**src/rtl/test_status_device_console_fifo.sv**
```systemverilog
// Console byte FIFO: head is visible combinationally from the storage flops, push/pop take effect at the edge.
// A push while full is accepted only if a pop happens in the same cycle; otherwise it is dropped.
module console_fifo #(
  parameter int WIDTH = 8,
  parameter int DEPTH = 4
) (
  input  logic                     CLK,
  input  logic                     RST,
  input  logic                     PUSH,
  input  logic [WIDTH-1:0]         PUSH_DATA,
  input  logic                     POP,
  output logic [WIDTH-1:0]         HEAD,
  output logic                     EMPTY,
  output logic                     FULL,
  output logic [$clog2(DEPTH):0]   COUNT
);

  localparam int AW = $clog2(DEPTH);

  logic [WIDTH-1:0] mem_q [DEPTH];
  logic [WIDTH-1:0] mem_d [DEPTH];
  logic [AW:0]      wr_ptr_q, wr_ptr_d;
  logic [AW:0]      rd_ptr_q, rd_ptr_d;
  logic             do_push, do_pop;

  // Extra MSB on each pointer distinguishes full from empty when the index bits match.
  assign EMPTY = (wr_ptr_q == rd_ptr_q);
  assign FULL  = (wr_ptr_q[AW] != rd_ptr_q[AW]) && (wr_ptr_q[AW-1:0] == rd_ptr_q[AW-1:0]);
  assign COUNT = wr_ptr_q - rd_ptr_q;
  assign HEAD  = mem_q[rd_ptr_q[AW-1:0]];

  assign do_pop  = POP && !EMPTY;
  assign do_push = PUSH && (!FULL || do_pop);

  always_comb begin
    mem_d    = mem_q;
    wr_ptr_d = wr_ptr_q;
    rd_ptr_d = rd_ptr_q;
    if (do_push) begin
      mem_d[wr_ptr_q[AW-1:0]] = PUSH_DATA;
      wr_ptr_d = wr_ptr_q + {{AW{1'b0}}, 1'b1};
    end
    if (do_pop) begin
      rd_ptr_d = rd_ptr_q + {{AW{1'b0}}, 1'b1};
    end
  end

  always_ff @(posedge CLK) begin
    if (RST) begin
      wr_ptr_q <= '0;
      rd_ptr_q <= '0;
      for (int i = 0; i < DEPTH; i++) mem_q[i] <= '0;
    end else begin
      wr_ptr_q <= wr_ptr_d;
      rd_ptr_q <= rd_ptr_d;
      mem_q    <= mem_d;
    end
  end

endmodule

```
**config.mk**
```make
export PLATFORM = sky130hd
export DESIGN_NAME = console_fifo
export DESIGN_NICKNAME = d
export VERILOG_FILES = /design/src/rtl/test_status_device_console_fifo.sv
export SDC_FILE = /design/constraint.sdc
export NUM_CORES = 1
export LEC_CHECK = 0
export ABC_AREA = 1
export BUFFER_PORTS_ARGS = -buffer_cell sky130_fd_sc_hd__buf_2
export CORE_MARGIN = 2
export CORE_UTILIZATION = 65
export CTS_BUF_LIST = sky130_fd_sc_hd__clkbuf_4
export DETAILED_ROUTE_END_ITERATION = 7
export PLACE_DENSITY = 0.95
export REMOVE_ABC_BUFFERS = 1
export SYNTH_ARGS = -nofsm -noshare
export SYNTH_HDL_FRONTEND = slang
export SYNTH_SLANG_ARGS = --single-unit
```
**constraint.sdc**
```tcl
create_clock -name CLK -period 3.1 [get_ports CLK]
set_clock_uncertainty 0.2 [all_clocks]
set_input_delay 0 -clock CLK [delete_from_list [all_inputs] [get_ports CLK]]
set_output_delay 0 -clock CLK [all_outputs]
set_load 0.03 [all_outputs]
```
==> summary.md, run 1 <==
| Metric | Value |
|---|---|
| Worst hold-check path type | primary input to flip-flop |
| Fin. max-slew vios | 0 |
| Final Routed Wirelength | 5130 um |
| Post-CTS setup buffers | 0 |
| Initial antenna violation count | 0 |
| Standard cell area after detailed placement | between 0.002 and 0.0025 sq mm |
| Critical Setup Path Class | flip-flop to flip-flop |
| Area of the die | 0.00415 sq mm |
| Number of buffers inserted by port buffering | 24 |
| Data required time at the worst endpoint | 3190 ps |
| F_max | between 300 and 400 MHz |
| Minimum clock period after layout | approximately 2600 ps |
| Average wire per standard cell | 12.1 um |
| Diodes inserted | 0 |
| Number of global-route vias before repair | 2,008 |
| Setup violations, final | 0 |
| R2R cell count | 9 |
| Count of pins on the block boundary | 25 |
| Number of buffers created by CTS | 5 |
| Clock edge transition at the registers on the reported setup and hold paths | 120 ps |
| Total global routing track utilization | 26.8% |
| Nets@finish | just under 400 |
| Remaining design rule violation count | 0 |
| Number of library cell types mapped by synthesis | 24 |
| Area of the core | between 0.003 and 0.004 sq mm |
| Fill cell total of the finished layout | 275 |
| GPL Wtd Cong | 0.801 |
| Slew margin rel. | 43.0% |
| Detail-routed via count per cell | between 5 and 6 |
| Count of max-cap constraint violations | 0 |
| First-pass GRT wire length | 8710 um |
| Area grow syn2layout | 10.2% |
| Highest net fanout along the worst path | 38 |
| Final-layout setup total negative slack | 0 ps |
| Total power consumption of the routed design | 0.00126 W |
| Routed Antenna Nets | 0 |
| Peak supply drop | about 0.00036 V |
| Critical path, cell by cell | inv_1, ha_1, nand2_1, inv_1, nand3_4, nand3_1, nand2_1, inv_1, nor2_2 |
| Synthesized instance count | 353 |
| Startpoint kind of the worst setup timing path | flip-flop |
| Element type at the critical path end | flip-flop |
| Worst path slowest cell | inv_1 |
| Share of the yosys chip area belonging to registers | about a third |
| Number of placement rows | 21 |
| Iteration-0 DRC count of the detailed router | around 140 |
| RSZ-0062 raised after global routing | no |
| First-pass iteration count of the detailed router | 5 |
| TritonCTS clock tree | built |
| Cell area after layout | 0.00262 sq mm |
| Post-DP HPWL | 3210 um |
| Clock latency of the later-clocked register in the worst-skew pair | 350 ps |
| Die height | 64.4 um |
| Total global routing overflow | 0 |
| Maximum number of pins on one net before global-route repair | 39 |
| Syn. warnings | 0 |
| Hold-critical path depth | 3 |
| Run status | complete, no violations |
| Width of the die | 64.4 um |
| Slew at the pin closest to its max-slew limit | 850 ps |
| Maximum root-to-sink buffer count | 2 |
| Lkg Pwr | 1.31 nW |
| Starting Density | between 60% and 70% |
| Worst path most repeated cell | inv_1 |
| Final-report hold violation count | 0 |
| Post-synthesis cell area | 0.00237 sq mm |
| Mean cell area of the mapped netlist | 6.73 sq um |
| Power density over the cells | about 480 mW/mm^2 |
| H-Tree Depth | 2 |
| Routed vias | 2,159 |
| Data arrival time of the critical path | 2670 ps |
| Number of synthesized register bits | 38 |
| Longest individual stage delay on the worst path | between 400 and 500 ps |
| Fraction of final layout cells with drive strength greater than 1 | 19.1% |
| Root Buffer Master | clkbuf_4 |
| Fraction of the cycle the final worst path needs | 83.3% |
| Clock sinks | 38 |
==> cells by family (layout without fill, tap and decap cells) <==
kind of cell | count (synthesis) | count (layout) | share of synthesized area [%]
DFF | 38 | 38 | 32.0
and+or+nand+nor | 161 | 161 | 35.3
xor gates and xnor gates | 3 | 3 | 1.11
adders and majority gates | 8 | 8 | 4.53
buffers and inverters | 105 | 129 | 18.9
AOI/OAI and AO/OA | 38 | 38 | 8.17
==> stage by stage <==
step	util, %	setup slack, ps	hold slack (ps)	std cells
2_1_floorplan	-	1000	-138	334
3_3_place_gp	71.3	703	36.3	405
3_5_place_dp	71.3	568	34.4	405
4_1_cts	76.6	557	40.1	423
5_1_grt	76.6	310	84.1	423
6_report	76.6	517	51.6	423
==> layer usage <==
layer	wire (um)	GRT usage, %
met1	2250	34.4
met3	355	5.03
met2	2470	44.1
met5	0	0
met4	54	11.7
==> sequential cells by signal, indices dropped and copies added (netlist names) <==
signal    count
mem_q        32
wr_ptr_q      3
rd_ptr_q      3
==> worst paths after layout <==
path | from | to | slack [ps]
worst min-delay path | PUSH | wr_ptr_q[2]$_SDFFE_PP0P_ | 50
worst max register to register | rd_ptr_q[1]$_SDFFE_PP0P_ | mem_q[3]$_SDFFE_PP0P_ | 520
worst min register to register | mem_q[15]$_SDFFE_PP0P_ | mem_q[15]$_SDFFE_PP0P_ | 320
worst max-delay path | rd_ptr_q[1]$_SDFFE_PP0P_ | mem_q[3]$_SDFFE_PP0P_ | 520
==> layout by cell type (no fill, tap or decap) <==
cell type and count:
dlygate4sd3_1 10, buf_2 24, nor2_2 29, nand2_4 1
nand2_2 3, clkbuf_4 5, buf_4 1, ha_1 7
inv_1 85, dfxtp_1 38, clkinv_1 1, clkinvlp_4 2
nor2_1 8, bufinv_16 1, nand4_1 32, a21oi_1 27
nand3_1 4, o21ai_0 10, a21oi_2 1, xor2_1 3
fa_1 1, nand3_2 1, nand2_1 79, nand3_4 4
==> synthesized netlist by cell type, drive strengths merged <==
library cell	count	area [sq um]
ha	7	87.6
fa	1	20.0
nand2	83	327
nor2	37	211
inv	85	319
o21ai	10	50.1
clkbuf	3	11.3
dfxtp	38	761
clkinv	1	3.75
xor2	3	26.3
nand3	9	100
nand4	32	200
buf	16	114
a21oi	28	144
==> where the power goes <==
| group | leakage, nW | internal, W | total (W) | switching (W) |
|---|---|---|---|---|
| clock | 0.0374 | 0.000169 | 0.000348 | 0.000179 |
| combinational | 0.964 | 0.000118 | 0.000379 | 0.000261 |
| sequential | 0.311 | 0.000519 | 0.000535 | 0.0000158 |
| total | 1.31 | 0.000806 | 0.00126 | 0.000456 |
==> final cells by class <==
class	count	area (sq um)	area share, %
Tap cell	46	57.6	2.20
Inverter	86	323	12.3
Clock buffer	5	37.5	1.43
Timing Repair Buffer	35	228	8.70
Clock inverter	3	45.0	1.72
Sequential cell	38	761	29.1
Multi-Input combinational cell	210	1170	44.6
==> worst max-delay path: cells and delay by family (launching register included) <==
| family | cells | cell delay (ps) |
|---|---|---|
| adders and majority gates | 1 | 340 |
| buffers and inverters | 3 | 570 |
| DFF | 1 | 370 |
| and+or+nand+nor | 5 | 1040 |
==> what timing repair did <==
action,4_1_cts,5_1_grt
gates resized for setup,0,0
endpoints found under the hold margin,36,0
hold buffers,10,0
(Power assumes the default switching activity.)
==> run 2, diff against run 1 <==
--- a/config.mk
+++ b/config.mk
@@ -5,13 +5,13 @@
 export SDC_FILE = /design/constraint.sdc
 export NUM_CORES = 1
 export LEC_CHECK = 0
-export ABC_AREA = 1
+export ABC_AREA = 0
 export BUFFER_PORTS_ARGS = -buffer_cell sky130_fd_sc_hd__buf_2
 export CORE_MARGIN = 2
-export CORE_UTILIZATION = 65
+export CORE_UTILIZATION = 59
 export CTS_BUF_LIST = sky130_fd_sc_hd__clkbuf_4
 export DETAILED_ROUTE_END_ITERATION = 7
-export PLACE_DENSITY = 0.95
+export PLACE_DENSITY = 0.91
 export REMOVE_ABC_BUFFERS = 1
 export SYNTH_ARGS = -nofsm -noshare
 export SYNTH_HDL_FRONTEND = slang
==> constraint.sdc (replaced) <==
create_clock -name CLK -period 2.6 [get_ports CLK]
set_clock_uncertainty 0.2 [all_clocks]
set_input_delay 0 -clock CLK [delete_from_list [all_inputs] [get_ports CLK]]
set_output_delay 0 -clock CLK [all_outputs]
set_load 0.03 [all_outputs]
==> run 2 against run 1 <==
- first-iteration DRC count fell by 72%
- setup slack better by 4.1 ps
- clock power increased by 42%
- non-clock buffer count increased by 5
- global-route usage down 2.1 points
- critical endpoint is now mem_q[6]$_SDFFE_PP0P_
==> summary.md, run 2 <==
| Metric | Value |
|---|---|
| Clock latency of the later-clocked register in the worst-skew pair | 350 ps (about the same) |
| Post-synthesis cell area | 0.00187 sq mm (-21%) |
| Reg with most FFs | mem_q |
| Root Buffer Master | clkbuf_4 |
| Area of the die | 0.00363 sq mm (-13%) |
| Maximum root-to-sink buffer count | 2 (unchanged) |
| Inst Count DP | 238 (-41%) |
| Dominant delay contributor by cell family on the critical path | flip-flops |
| Share of the yosys chip area belonging to registers | 40.7% (+8.7 points) |
| Data arrival time of the critical path | 2170 ps (-500 ps) |
| Diodes inserted | 0 (unchanged) |
| F_max | 481 MHz (+24%) |
| RSZ-0062 raised after global routing | no |
| Cell area after layout | 0.00224 sq mm (-14%) |
| Critical path, cell by cell | inv_1, ha_1, nand3b_2, o211ai_2, buf_4, mux2i_1 |
| Top flop regs | mem_q: 32 flops, rd_ptr_q: 3 flops, wr_ptr_q: 3 flops |
| Area grow syn2layout | 20.0% |
| Sequential group share of total power | 40.7% (-1.7 points) |
| Remaining design rule violation count | 0 (unchanged) |
| Total buffers and inverters traversed by the critical path | 2 (-1) |
| Lkg Pwr | 1.04 nW (-21%) |
| Run status | complete, no violations |
| Detail-routed via count per cell | 5.38 (+5.4%) |
| Hold-critical path depth | 2 (-1) |
| Switching Power | 0.000488 W (+7.0%) |
| Clock network fraction of total power | 31.6% (+4.0 points) |
| Post-DP HPWL | 2720 um (-15%) |
| Number of global-route vias before repair | 1,418 (-29%) |
| Final-report hold violation count | 0 (unchanged) |
| Standard cell area after detailed placement | 0.00203 sq mm (-17%) |
| GR peak layer | met2 |
| Worst hold-check path type | flip-flop to flip-flop |
| Number of library cell types mapped by synthesis | 31 (+29%) |
| Most numerous cell types in the synthesized netlist | nand2_1, dfxtp_1, mux2i_1 |
| Number of synthesized register bits | 38 (unchanged) |
| Total global routing overflow | 0 (unchanged) |
| Fraction of the cycle the final worst path needs | 79.9% (-3.4 points) |
| Number of buffers added to fix hold violations after cts | 11 (+1) |
| Count of max-cap constraint violations | 0 (unchanged) |
| First-pass iteration count of the detailed router | 4 (-1) |
| Fraction of final layout cells with drive strength greater than 1 | 23.9% (+4.8 points) |
| H-Tree Depth | 2 (unchanged) |
| Fin. max-slew vios | 0 (unchanged) |
| Clock edge transition at the registers on the reported setup and hold paths | 110 ps (about the same) |
| Maximum number of pins on one net before global-route repair | 26 (-33%) |
| Average wire per standard cell | 15.2 um (+26%) |
| Biggest area contributors in the synthesized netlist | dfxtp_1, mux2i_1, mux4_2 |
| Non-filler instance count after layout | 257 (-39%) |
| Syn. warnings | 0 (unchanged) |
| R2R cell count | 6 (-3) |
| GPL Wtd Cong | 0.869 (+8.4%) |
| Peak supply drop | 0.000421 V (+18%) |
| Number of buffers created by CTS | 5 (unchanged) |
| Synth Flop Type | dfxtp_1 |
| Portion of total power attributed to combinational logic | 27.7% (-2.3 points) |
| Depth of the critical timing path with buffers and inverters included | 6 (-3) |
| Met1 global-route usage | 28.3% (-6.2 points) |
| Highest net fanout along the worst path | 7 (-82%) |
| Die height | 60.3 um (-6.5%) |
| Initial antenna violation count | 0 (unchanged) |
| Longest individual stage delay on the worst path | 400 ps (-40 ps) |
| Clock sinks | 38 (unchanged) |
| Synthesized instance count | 174 (-51%) |
| Design internal power | 0.00108 W (+34%) |
| Area of the core | 0.00303 sq mm (-11%) |
| Minimum clock period after layout | 2080 ps (-504 ps) |
| First-pass GRT wire length | 6430 um (-26%) |
| Number of buffers inserted by port buffering | 24 (unchanged) |
| Routed vias | 1,383 (-36%) |
| Nets@finish | 232 (-41%) |
| Final Routed Wirelength | 3910 um (-24%) |
| Routed Antenna Nets | 0 (unchanged) |
| Slew at the pin closest to its max-slew limit | 486 ps (-364 ps) |
| Worst path slowest cell | dfxtp_1 |
| Post-synth top area share | 40.7% (+8.7 points) |
| Sw Share | 31.2% (-5.0 points) |
| Max FFs per register | 32 (unchanged) |
| Post-synthesis async set-or-reset flop share | 0% (unchanged) |
| Data required time at the worst endpoint | 2690 ps (-500 ps) |
| Startpoint kind of the worst setup timing path | flip-flop |
| Setup violations, final | 0 (unchanged) |
| Met3 capacity usage during global routing | 7.14% (+2.1 points) |
| Total global routing track utilization | 24.8% (-2.1 points) |
| Starting Density | 61.7% (-7.8 points) |
| Slew margin rel. | 67.5% (+24 points) |
| Critical Setup Path Class | flip-flop to flip-flop |
| # resized after CTS | 0 (unchanged) |
| Most used cells in the layout excluding fill and tap cells | nand2_1, dfxtp_1, mux2i_1 |
| Power density over the cells | 698 mW/mm^2 (+45%) |
| Final-layout setup total negative slack | 0 ps (unchanged) |
| Mean cell area of the mapped netlist | 10.7 sq um (+60%) |
| Number of flops mapped to enable cells by yosys | 0 (unchanged) |
| Cell accounting for the most synthesized area | dfxtp_1 |
| Number of placement rows | 20 (-4.8%) |
| Iteration-0 DRC count of the detailed router | 39 (-72%) |
| Count of pins on the block boundary | 25 (unchanged) |
| TritonCTS clock tree | built |
| Post-CTS setup buffers | 0 (unchanged) |
| Width of the die | 60.3 um (-6.5%) |
| Dominant cell by count in the synthesized netlist | nand2_1 |
| Element type at the critical path end | flip-flop |
| GRT met2 Usage | 44.7% (+0.58 points) |
| Most common library cell in the layout ignoring fill and taps | nand2_1 |
[run 2: cell types whose count changed in the layout (fill, tap and decap cells not counted), sizes merged, moves of 8 or more]
| cell | previous run | this run |
|---|---|---|
| nand3 | 9 | 0 |
| a21oi | 28 | 0 |
| nor2 | 37 | 6 |
| mux2i | 0 | 32 |
| o21ai | 10 | 1 |
| mux4 | 0 | 8 |
| inv | 85 | 6 |
| nand2 | 83 | 41 |
| nand4 | 32 | 1 |
[run 2: metal layers]
| metal | part of all wire, % | routed length [um] |
|---|---|---|
| met1 | 42 | 1660 |
| met2 | 52 | 2040 |
| met3 | 4.2 | 163 |
| met4 | 1.1 | 44 |
| met5 | 0 | 0 |
[run 2: power by group through the flow]
stage / clock, W / combinational [W] / sequential [W]
floorplan: 0 / 0.000287 / 0.000663
detailed placement: 0 / 0.000422 / 0.000650
global route: 0.000534 / 0.000470 / 0.000641
global placement: 0 / 0.000408 / 0.000647
CTS: 0.000500 / 0.000436 / 0.000637
finish: 0.000494 / 0.000434 / 0.000637
[run 2: logic make-up after synthesis]
logic type,count (synthesis),share of synthesized area [%]
xor+xnor,3,2.41
simple gates,53,11.8
fa+ha+maj,8,5.76
flops,38,40.7
compound gates,13,6.63
buf+inv,16,4.09
mux,43,28.6
[run 2: layout make-up]
class                      count  area, sq um
clock buffer                   5         37.5
timing repair buffer          40          268
tap                           44         55.1
clock inverter                 3         63.8
fill                         220          786
multi-input combinational    120         1030
sequential                    38          761
inverter                       7         26.3
[run 2: worst paths after layout]
kind	startpoint	endpoint	slack, ps
worst max register to register	wr_ptr_q[0]$_SDFFE_PP0P_	mem_q[6]$_SDFFE_PP0P_	520
worst min-delay path	mem_q[13]$_SDFFE_PP0P_	mem_q[13]$_SDFFE_PP0P_	270
worst max-delay path	wr_ptr_q[0]$_SDFFE_PP0P_	mem_q[6]$_SDFFE_PP0P_	520
worst min register to register	mem_q[13]$_SDFFE_PP0P_	mem_q[13]$_SDFFE_PP0P_	270
[run 2: through the flow]
| stage | setup slack, ps | hold slack (ps) | power [W] | utilization (%) |
|---|---|---|---|---|
| floorplan | 246 | -99.2 | 0.000950 | - |
| global placement | 652 | 109 | 0.00106 | 67.1 |
| detailed placement | 548 | 133 | 0.00107 | 67.1 |
| CTS | 513 | 270 | 0.00157 | 74.0 |
| global route | 405 | 289 | 0.00165 | 74.0 |
| finish | 521 | 266 | 0.00157 | 74.0 |
[run 2: worst register-to-register path, delay by kind of cell, from the launching register on]
kind	cells	cell delay, ps
simple gates	1	210
compound gates	1	310
buf+inv	2	350
fa+ha+maj	1	340
flops	1	400
mux	1	200
==> run 3, diff against run 2 <==
==> constraint.sdc (replaced) <==
create_clock -name CLK -period 2 [get_ports CLK]
set_clock_uncertainty 0.2 [all_clocks]
set_input_delay 0 -clock CLK [delete_from_list [all_inputs] [get_ports CLK]]
set_output_delay 0 -clock CLK [all_outputs]
set_load 0.03 [all_outputs]
==> run 3 against run 2 <==
- maximum frequency increased by 8.0%
- non-clock buffer count grew 5
- final cell count rose by 1.9%
- combinational power up 45%
- flip-flop and latch count stayed put
- largest power group unchanged
- wire length up 5.7%
- critical path depth unchanged
- global-route usage up 2.3 points
- clock power shrank 24%
- sequential share of layout area shrank 0.61 points
- setup slack got worse by 450 ps
- power grew 17%
==> summary.md, run 3 (synthesis results as in run 2) <==
| Metric | Value |
|---|---|
| Run status | complete, no violations |
| Number of buffers inserted by port buffering | 24 (unchanged) |
| Max FFs per register | 32 (unchanged) |
| Power density over the cells | 803 mW/mm^2 (+15%) |
| F_max | 520 MHz (+8.0%) |
| Routed vias | 1,426 (+3.1%) |
| Worst reg-to-reg setup slack | 80 ps (-450 ps) |
| Maximum number of pins on one net before global-route repair | 41 (+58%) |
| H-Tree Depth | 2 (unchanged) |
| Worst hold-check path type | flip-flop to flip-flop |
| Slew at the pin closest to its max-slew limit | 384 ps (-102 ps) |
| Sequential cell area | 762 sq um (+0.16%) |
| Reg-to-reg critical path endpoint | mem_q[4]$_SDFFE_PP0P_ |
| GPL Wtd Cong | 0.933 (+7.4%) |
| Remaining design rule violation count | 0 (unchanged) |
| Element type at the critical path end | flip-flop |
| Final Routed Wirelength | 4140 um (+5.7%) |
| Average wire per standard cell | 15.8 um (+3.7%) |
| Die height | 60.3 um (unchanged) |
| Total global routing track utilization | 27.1% (+2.3 points) |
| Area grow syn2layout | 22.4% |
| Total global routing overflow | 0 (unchanged) |
| Diodes inserted | 0 (unchanged) |
| Width of the die | 60.3 um (unchanged) |
| Fraction of the cycle the final worst path needs | 96.2% (+16 points) |
| RSZ-0062 raised after global routing | yes |
| Post-DP HPWL | 2800 um (+3.0%) |
| Clock sinks | 38 (unchanged) |
| Total area of multi-input combinational cells | 0.00105 sq mm (+1.6%) |
| Area of the core | 0.00303 sq mm (unchanged) |
| Cell area after layout | 0.00229 sq mm (+2.0%) |
| Data arrival time of the critical path | 1990 ps (-180 ps) |
| Launching point of the worst reg2reg path | wr_ptr_q[0]$_SDFFE_PP0P_ |
| Inst Count DP | 241 (+1.3%) |
| Highest net fanout along the worst path | 7 (unchanged) |
| Fin. max-slew vios | 0 (unchanged) |
| TritonCTS clock tree | built |
| Final-layout setup total negative slack | 0 ps (unchanged) |
| Critical Setup Path Class | flip-flop to flip-flop |
| Slew margin rel. | 74.4% (+6.9 points) |
| Peak supply drop | 0.000557 V (+32%) |
| Startpoint kind of the worst setup timing path | flip-flop |
| Number of global-route vias before repair | 1,553 (+9.5%) |
| Number of buffers created by CTS | 5 (unchanged) |
| Fraction of final layout cells with drive strength greater than 1 | 26.1% (+2.2 points) |
| Count of max-cap constraint violations | 0 (unchanged) |
| Routed Antenna Nets | 0 (unchanged) |
| Standard cell area after detailed placement | 0.00208 sq mm (+2.3%) |
| Clock edge transition at the registers on the reported setup and hold paths | 110 ps (about the same) |
| Non-filler instance count after layout | 262 (+1.9%) |
| Lkg Pwr | 1.05 nW (+1.0%) |
| Most common library cell in the layout ignoring fill and taps | nand2_1 |
| Min-Delay Endpoint | mem_q[24]$_SDFFE_PP0P_ |
| Minimum clock period after layout | 1920 ps (-155 ps) |
| Starting Density | 61.7% (unchanged) |
| Area of the die | 0.00363 sq mm (unchanged) |
| Initial antenna violation count | 0 (unchanged) |
| Root Buffer Master | clkbuf_4 |
| Nets@finish | 237 (+2.2%) |
| First-pass GRT wire length | 7000 um (+8.8%) |
| Data required time at the worst endpoint | 2070 ps (-620 ps) |
| R2R cell count | 6 (unchanged) |
| Setup violations, final | 0 (unchanged) |
| Iteration-0 DRC count of the detailed router | 94 (+140%) |
| Most used cells in the layout excluding fill and tap cells | nand2_1, dfxtp_1, mux2i_1 |
| Hold-critical path depth | 2 (unchanged) |
| Count of pins on the block boundary | 25 (unchanged) |
| Origin of the worst min-delay path | mem_q[24]$_SDFFE_PP0P_ |
| Reg with most FFs | mem_q |
| Maximum root-to-sink buffer count | 2 (unchanged) |
| First-pass iteration count of the detailed router | 4 (unchanged) |
| Fill cell total of the finished layout | 214 (-2.7%) |
| Top flop regs | mem_q: 32 flops, rd_ptr_q: 3 flops, wr_ptr_q: 3 flops |
| Detail-routed via count per cell | 5.44 (+1.1%) |
| Number of placement rows | 20 (unchanged) |
| Final-report hold violation count | 0 (unchanged) |
| Clock latency of the later-clocked register in the worst-skew pair | 350 ps (about the same) |
==> run 3: cell types whose count changed in the layout (fill, tap and decap cells not counted), moves of 2 or more <==
cell       before  now
clkinv_1        2    4
bufinv_16       2    0
buf_6           0    2
buf_2          24   21
buf_12          0    2
clkbuf_4        5    7
==> run 3: area by class of cell <==
type | count | area share (%)
clock inverters | 3 | 0.492
repair buffers | 45 | 15.2
inverters | 7 | 1.15
multi-input cells | 120 | 45.8
clock buffers | 5 | 1.64
flip-flops and latches | 38 | 33.3
well taps | 44 | 2.41
==> run 3: report_power, final <==
part,internal (W),switching (W),leakage [nW]
Sequential,0.000802,0.0000276,0.309
Clock,0.000125,0.000252,0.0277
Combinational,0.000260,0.000370,0.715
==> run 3: through the flow <==
stage	hold WS (ps)	util (%)	worst slack, ps	total power (W)
3_5_place_dp	133	68.6	-21.3	0.00142
5_1_grt	285	75.5	-9.28	0.00193
2_1_floorplan	-99.2	-	-354	0.00124
4_1_cts	269	74.6	1.51	0.00181
3_3_place_gp	115	68.6	164	0.00138
6_report	264	75.5	75.9	0.00184
==> run 3: repair_timing <==
item	4_1_cts	5_1_grt
pin swaps	1	1
hold buffers	12	0
hold endpoints to repair	38	0
endpoints found under the setup margin	6	7
gates resized for setup	3	7
buffers inserted	0	1
==> run 3: worst max-delay path, cell delays in order (launching register included) <==
cell,delay [ps]
dfxtp_2,350
inv_1,90
ha_2,370
nand3b_4,150
o211ai_2,250
buf_4,210
mux2i_1,220
==> run 3: metal layers <==
metal	up-vias	global-route usage [%]	wire length [um]
met2	34	48.0	2150
met4	0	12.4	71
met5	-	0	0
met3	6	7.36	153
li1	692	-	-
met1	694	29.9	1760
==> run 3: how the worst max path moves through the flow <==
| stage | from | endpoint | slack (ps) |
|---|---|---|---|
| detailed placement | wr_ptr_q[0]$_SDFFE_PP0P_ | mem_q[4]$_SDFFE_PP0P_ | -20 |
| global route | rd_ptr_q[1]$_SDFFE_PP0P_ | rd_ptr_q[2]$_SDFFE_PP0P_ | -9 |
| floorplan | rd_ptr_q[1]$_SDFFE_PP0P_ | wr_ptr_q[2]$_SDFFE_PP0P_ | -350 |
| global placement | wr_ptr_q[0]$_SDFFE_PP0P_ | wr_ptr_q[2]$_SDFFE_PP0P_ | 160 |
| finish | wr_ptr_q[0]$_SDFFE_PP0P_ | mem_q[4]$_SDFFE_PP0P_ | 80 |
| CTS | wr_ptr_q[0]$_SDFFE_PP0P_ | COUNT[2] | 2 |
